===== src/rtl/dmem_arbiter.sv =====
`default_nettype none
// ============================================================================
// Module      : dmem_arbiter
// Description : Shares the single-port data memory between the CPU MEM stage
//               (default priority, combinational pass-through) and an aux
//               master (req/gnt handshake, registered read data). A wait
//               counter forces aux service; a burst limit bounds CPU stalls.
// Revision    : 1.0 - initial release
// ============================================================================
module dmem_arbiter #(
   parameter int N             = 64,
   parameter int ADDR_W        = 6,
   parameter int AUX_WAIT_MAX  = 8,
   parameter int MAX_AUX_BURST = 4
) (
   input  logic              clk,
   input  logic              reset,
   input  logic              cpu_re,
   input  logic              cpu_we,
   input  logic [N-1:0]      cpu_addr,
   input  logic [N-1:0]      cpu_wdata,
   output logic [N-1:0]      cpu_rdata,
   output logic              cpu_stall,
   input  logic              aux_req,
   input  logic              aux_we,
   input  logic [ADDR_W-1:0] aux_addr,
   input  logic [N-1:0]      aux_wdata,
   output logic              aux_gnt,
   output logic [N-1:0]      aux_rdata,
   output logic              aux_valid,
   output logic [ADDR_W-1:0] mem_addr,
   output logic              mem_re,
   output logic              mem_we,
   output logic [N-1:0]      mem_wdata,
   input  logic [N-1:0]      mem_rdata
);

   localparam int c_WAIT_W  = $clog2(AUX_WAIT_MAX + 1);
   localparam int c_BURST_W = $clog2(MAX_AUX_BURST + 1);

   localparam logic [c_WAIT_W-1:0]  c_WAIT_MAX  = c_WAIT_W'(AUX_WAIT_MAX);
   localparam logic [c_WAIT_W-1:0]  c_WAIT_ONE  = c_WAIT_W'(1);
   localparam logic [c_BURST_W-1:0] c_BURST_MAX = c_BURST_W'(MAX_AUX_BURST);
   localparam logic [c_BURST_W-1:0] c_BURST_ONE = c_BURST_W'(1);

   // Arbitration states
   localparam logic [0:0] c_CPU_PRI   = 1'b0;
   localparam logic [0:0] c_AUX_BURST = 1'b1;

   logic [0:0]           r_state;
   logic [0:0]           w_state_nxt;
   logic [c_WAIT_W-1:0]  r_wait_cnt;
   logic [c_WAIT_W-1:0]  w_wait_nxt;
   logic [c_BURST_W-1:0] r_burst_cnt;
   logic [c_BURST_W-1:0] w_burst_nxt;
   logic [N-1:0]         r_aux_rdata;
   logic                 r_aux_valid;

   logic w_cpu_req;
   logic w_force;
   logic w_cpu_own;
   logic w_aux_own;

   // Only the word-index bits of the CPU byte address reach the memory
   logic w_unused_addr_lo;
   assign w_unused_addr_lo = ^cpu_addr[2:0];

   generate
      if (N > ADDR_W + 3) begin : g_addr_hi
         logic w_unused_addr_hi;
         assign w_unused_addr_hi = ^cpu_addr[N-1:ADDR_W+3];
      end
   endgenerate

   assign w_cpu_req = cpu_re | cpu_we;
   assign w_force   = aux_req & (r_wait_cnt == c_WAIT_MAX);

   // Decide who owns the memory this cycle; nothing is granted while in reset
   always_comb begin
      w_cpu_own = 1'b0;
      w_aux_own = 1'b0;
      if (reset) begin
         if (r_state == c_AUX_BURST) begin
            if (aux_req) begin
               w_aux_own = 1'b1;
            end else begin
               // Aux let go early: the CPU gets this cycle without a bubble
               w_cpu_own = w_cpu_req;
            end
         end else if (w_cpu_req && !w_force) begin
            w_cpu_own = 1'b1;
         end else if (aux_req) begin
            w_aux_own = 1'b1;
         end
      end
   end

   // Next-state, burst length and aux starvation counter
   always_comb begin
      w_state_nxt = c_CPU_PRI;
      w_burst_nxt = '0;
      case (r_state)
         c_CPU_PRI: begin
            // A forced grant opens a burst unless the limit is a single grant
            if (w_aux_own && w_force && (c_BURST_MAX != c_BURST_ONE)) begin
               w_state_nxt = c_AUX_BURST;
               w_burst_nxt = c_BURST_ONE;
            end
         end
         c_AUX_BURST: begin
            if (aux_req && ((r_burst_cnt + c_BURST_ONE) != c_BURST_MAX)) begin
               w_state_nxt = c_AUX_BURST;
               w_burst_nxt = r_burst_cnt + c_BURST_ONE;
            end
         end
         default: begin
            w_state_nxt = c_CPU_PRI;
            w_burst_nxt = '0;
         end
      endcase

      if (!aux_req || w_aux_own) begin
         w_wait_nxt = '0;
      end else if (r_wait_cnt != c_WAIT_MAX) begin
         w_wait_nxt = r_wait_cnt + c_WAIT_ONE;
      end else begin
         w_wait_nxt = r_wait_cnt;
      end
   end

   // Arbitration state registers
   always_ff @(posedge clk or negedge reset) begin
      if (!reset) begin
         r_state     <= c_CPU_PRI;
         r_wait_cnt  <= '0;
         r_burst_cnt <= '0;
      end else begin
         r_state     <= w_state_nxt;
         r_wait_cnt  <= w_wait_nxt;
         r_burst_cnt <= w_burst_nxt;
      end
   end

   // Capture read data for granted aux reads; the value is held until the next one
   always_ff @(posedge clk or negedge reset) begin
      if (!reset) begin
         r_aux_rdata <= '0;
         r_aux_valid <= 1'b0;
      end else begin
         r_aux_valid <= w_aux_own & ~aux_we;
         if (w_aux_own && !aux_we) begin
            r_aux_rdata <= mem_rdata;
         end
      end
   end

   // Steer the memory port to the current owner; idle drives zeros
   always_comb begin
      mem_addr  = '0;
      mem_re    = 1'b0;
      mem_we    = 1'b0;
      mem_wdata = '0;
      if (w_cpu_own) begin
         mem_addr  = cpu_addr[ADDR_W+2:3];
         mem_re    = cpu_re & ~cpu_we;
         mem_we    = cpu_we;
         mem_wdata = cpu_wdata;
      end else if (w_aux_own) begin
         mem_addr  = aux_addr;
         mem_re    = ~aux_we;
         mem_we    = aux_we;
         mem_wdata = aux_wdata;
      end
   end

   assign cpu_rdata = mem_rdata;
   assign cpu_stall = w_aux_own & w_cpu_req;
   assign aux_gnt   = w_aux_own;
   assign aux_rdata = r_aux_rdata;
   assign aux_valid = r_aux_valid;

endmodule
`default_nettype wire


===== config.mk =====
export PLATFORM = sky130hd
export DESIGN_NAME = dmem_arbiter
export DESIGN_NICKNAME = d
export VERILOG_FILES = /design/src/rtl/dmem_arbiter.sv
export SDC_FILE = /design/constraint.sdc
export NUM_CORES = 1
export LEC_CHECK = 0
export ABC_AREA = 1
export CAP_MARGIN = 25
export CORE_AREA = 2 2 185 187
export DETAILED_ROUTE_END_ITERATION = 6
export DIE_AREA = 0 0 187 189
export PLACE_DENSITY = 0.4
export SYNTH_ARGS = -nofsm -noshare
export SYNTH_HDL_FRONTEND = slang
export SYNTH_SLANG_ARGS = --single-unit

===== constraint.sdc =====
create_clock -name clk -period 2.9 [get_ports clk]
set_input_delay 0.435 -clock clk [delete_from_list [all_inputs] [get_ports clk]]
set_output_delay 0.435 -clock clk [all_outputs]
set_load 0.1 [all_outputs]

==> metrics.txt <==
# TYPE chip_impl_metric gauge
chip_impl_info{name="critPathTopFamily",value="buffers and inverters"} 1
chip_impl_metric{name="vdd.ir_drop.worst",unit="uV"} 399
chip_impl_metric{name="initial_core_utilization",unit="%"} 13.5
chip_impl_metric{name="wl_per_cell",unit="um"} 17.0
chip_impl_metric{name="postSynthAreaPerCell",unit="um^2"} 7.11
chip_impl_metric{name="area.growth.synth_to_final",unit="%"} 108
chip_impl_info{name="grt_setup_unrepaired",value="false"} 1
chip_impl_metric{name="netlist_area",unit="um^2"} 4480
chip_impl_metric{name="synthesis.nets",unit=""} 902
chip_impl_info{name="start_kind",value="input port"} 1
chip_impl_metric{name="share_of_async_settable_or_async_resettable_flops_after_synthesis",unit="%"} 100
chip_impl_metric{name="fin_total_pwr",unit="uW"} 6170
chip_impl_info{name="post-synth-top-count-cell",value="nand2_1"} 1
chip_impl_metric{name="post-cts-setup-buffer-count",unit=""} 0
chip_impl_metric{name="final_core_utilization",unit="%"} 28.0
chip_impl_metric{name="firstDrtPassIters",unit=""} 4
chip_impl_metric{name="seqCellArea",unit="um^2"} 1830
chip_impl_metric{name="worst-endpoint-required",unit="ns"} 2.47
chip_impl_metric{name="final_antenna_violating_net_count",unit=""} 0
chip_impl_metric{name="r2r.worst_path.cells",unit=""} 8
chip_impl_metric{name="holdBufCountCts",unit=""} 0
chip_impl_metric{name="routed_wl",unit="um"} 24100
chip_impl_metric{name="cts_htree_levels",unit=""} 3
chip_impl_info{name="critPathSlowestCell",value="clkdlybuf4s50_1"} 1
chip_impl_metric{name="postCtsResizedCells",unit=""} 0
chip_impl_metric{name="worst-path-max-fanout",unit=""} 45
chip_impl_metric{name="fp.coreArea",unit="um^2"} 33300
chip_impl_metric{name="worst-endpoint-arrival",unit="ns"} 2.27
chip_impl_metric{name="io-pin-count",unit=""} 471
chip_impl_metric{name="worst_skew_pair.late_latency",unit="ns"} 0.35
chip_impl_metric{name="cellLeakagePower",unit="uW"} 0.00458
chip_impl_metric{name="globalRouteOverflowTotal",unit=""} 0
chip_impl_metric{name="synth.yosys.seq_area_share",unit="%"} 40.8
chip_impl_info{name="worstSetupStartpoint",value="aux_req"} 1
chip_impl_metric{name="final.fill_count",unit=""} 3642
chip_impl_metric{name="port_buffers",unit=""} 412
chip_impl_metric{name="cts_buffers",unit=""} 9
chip_impl_metric{name="floorplan.die.height",unit="um"} 189
chip_impl_metric{name="fin_worst_hold_slack",unit="ns"} 0.179
chip_impl_metric{name="cp_num_cells",unit=""} 8
chip_impl_metric{name="dieWidth",unit="um"} 187
chip_impl_metric{name="grt_antenna_before_repair",unit=""} 3
chip_impl_metric{name="power.density",unit="nW/um^2"} 663
chip_impl_info{name="result_of_the_run",value="finished, final reports clean"} 1
chip_impl_metric{name="finalNetCount",unit=""} 1239
chip_impl_metric{name="synth_cell_types",unit=""} 22
chip_impl_metric{name="synth_edf_count",unit=""} 0
chip_impl_metric{name="cts.sink_count",unit=""} 73
chip_impl_info{name="crit_path_cell_trace",value="clkdlybuf4s50_1 > nand2_4 > inv_2 > nor3_4 > buf_12 > nand3_1 > nand2_1 > buf_12"} 1
chip_impl_metric{name="post-route-min-period",unit="ns"} 2.70
chip_impl_metric{name="clk_transition_reported_paths",unit="ns"} 0.06
chip_impl_metric{name="slew_headroom",unit="%"} 60.9
chip_impl_metric{name="groute.usage.overall",unit="%"} 13.5
chip_impl_info{name="timing.critical_path.mode_cell",value="buf_12"} 1
chip_impl_info{name="synth_ff_type",value="dfrtp_1"} 1
chip_impl_metric{name="dieArea",unit="um^2"} 35300
chip_impl_info{name="crit_path_end",value="mem_wdata[51]"} 1
chip_impl_info{name="reg2reg_to",value="aux_rdata[3]"} 1
chip_impl_metric{name="cts.path.max_buffers",unit=""} 2
chip_impl_metric{name="timing_worst_slew_pin_value",unit="ns"} 0.586
chip_impl_metric{name="final_hold_viol_count",unit=""} 0
chip_impl_metric{name="proportion_of_netlist_area_held_by_the_largest_area_contributor",unit="%"} 40.8
chip_impl_metric{name="postSynthCellCount",unit=""} 630
chip_impl_info{name="setup.worst_path.end_class",value="primary output"} 1
chip_impl_info{name="synth_top_cell_by_area",value="dfrtp_1"} 1
chip_impl_metric{name="dp_hpwl",unit="um"} 19100
chip_impl_metric{name="worst-r2r-setup-slack",unit="ns"} 1.17
chip_impl_metric{name="drt_first_iter_violations",unit=""} 137
chip_impl_info{name="worstReg2RegStart",value="r_wait_cnt[0]"} 1
chip_impl_metric{name="slowest_stage_delay_cp",unit="ns"} 0.59
chip_impl_metric{name="route.detailed.drc",unit=""} 0
chip_impl_metric{name="finalSetupTns",unit="ns"} 0
chip_impl_metric{name="route.detailed.vias_per_inst",unit=""} 3.70
chip_impl_metric{name="placementRows",unit=""} 67
chip_impl_info{name="clock_tree.root_cell",value="clkbuf_16"} 1
chip_impl_metric{name="drive_gt1_share",unit="%"} 24.8
chip_impl_metric{name="via_count",unit=""} 5257
chip_impl_metric{name="synth-warning-count",unit=""} 0
chip_impl_metric{name="finalCritPeriodShare",unit="%"} 93.1
chip_impl_info{name="synth.cells.most_frequent",value="nand2_1, nand3_1, dfrtp_1"} 1
chip_impl_info{name="cts_tree",value="yes"} 1
chip_impl_info{name="yosys-top-cells-area",value="dfrtp_1, nand2_1, buf_4, nand3_1, buf_6"} 1
chip_impl_metric{name="skew",unit="ns"} 0.00708
chip_impl_metric{name="timing.final.setup_violations",unit=""} 0
chip_impl_metric{name="worst-path-buf-inv",unit=""} 4
chip_impl_metric{name="fmax",unit="GHz"} 0.370
chip_impl_metric{name="maxSlewViolCount",unit=""} 0
chip_impl_metric{name="grt_pass1_vias",unit=""} 5336
chip_impl_metric{name="area_of_the_multi_input_gates",unit="um^2"} 1870
chip_impl_info{name="hold_path.class",value="input port to async pin"} 1
chip_impl_metric{name="first_pass_grt_wire_length",unit="um"} 35400
chip_impl_metric{name="max-cap-violations",unit=""} 0
chip_impl_info{name="critical_path_class",value="input port to primary output"} 1
chip_impl_metric{name="grt_max_degree",unit=""} 52
chip_impl_metric{name="ys_seq_elements",unit=""} 73
chip_impl_metric{name="finalWeightedCongestion",unit=""} 0.828
## cell families after synthesis
family	Yosys count	synth area share, %
adders and majority gates	4	1.12
and+or+nand+nor	436	39.6
AOI/OAI and AO/OA	2	0.223
buffers and inverters	112	17.7
xor gates and xnor gates	3	0.587
DFF	73	40.8
## cell usage in the layout (no fill, tap or decap), drive strengths merged
cell / n
nand4: 2
clkbuf: 12
bufinv: 1
dfrtp: 73
nand3: 76
inv: 12
nand2: 348
o21ai: 2
nor2: 7
nand3b: 1
diode: 2
ha: 4
buf: 218
clkinvlp: 1
xnor2: 1
xor2: 2
nor3: 2
clkdlybuf4s50: 208
## stage by stage
stage	setup WS [ns]	instance area, um^2	instances
global route	0.0744	9310	1419
finish	0.200	9320	1420
floorplan	0.208	4480	630
CTS	0.163	9310	1418
global placement	0.214	9010	1404
detailed placement	0.172	9010	1404
## layout make-up
class	count	share of cell area, %
flip-flops and latches	73	19.6
inverters	12	0.483
clock inverters	2	0.403
clock buffers	12	2.86
repair buffers	426	50.5
multi-input cells	445	20.1
diodes	2	0.0537
well taps	448	6.02
## state kept, by name (all words and copies together) (netlist names)
register and cells:
r_wait_cnt 4, r_state 1, r_burst_cnt 3, aux_rdata 64
aux_valid 1
## how the worst min path moves through the flow
| stage | endpoint | slack [ns] |
|---|---|---|
| after floorplan | aux_rdata[0] | 0.14 |
| after global placement | aux_rdata[41] | 0.47 |
| after detailed placement | aux_rdata[59] | 0.47 |
| after CTS | aux_rdata[43] | 0.22 |
| after global routing | r_burst_cnt[2] | 0.24 |
| final | r_burst_cnt[1] | 0.18 |
## power by group
part	switching [uW]	internal, uW
logic	2740	927
registers	114	1210
clock network	450	728
total	3310	2870
## metal layers
metal	global-route usage (%)	share of wire (%)	vias up
met5	0	0.12	-
met4	3.72	1.7	4
met3	5.47	10	19
met2	22.7	48	278
met1	15.9	41	2388
li1	-	-	2568
Power figures use the tool's default switching activity.
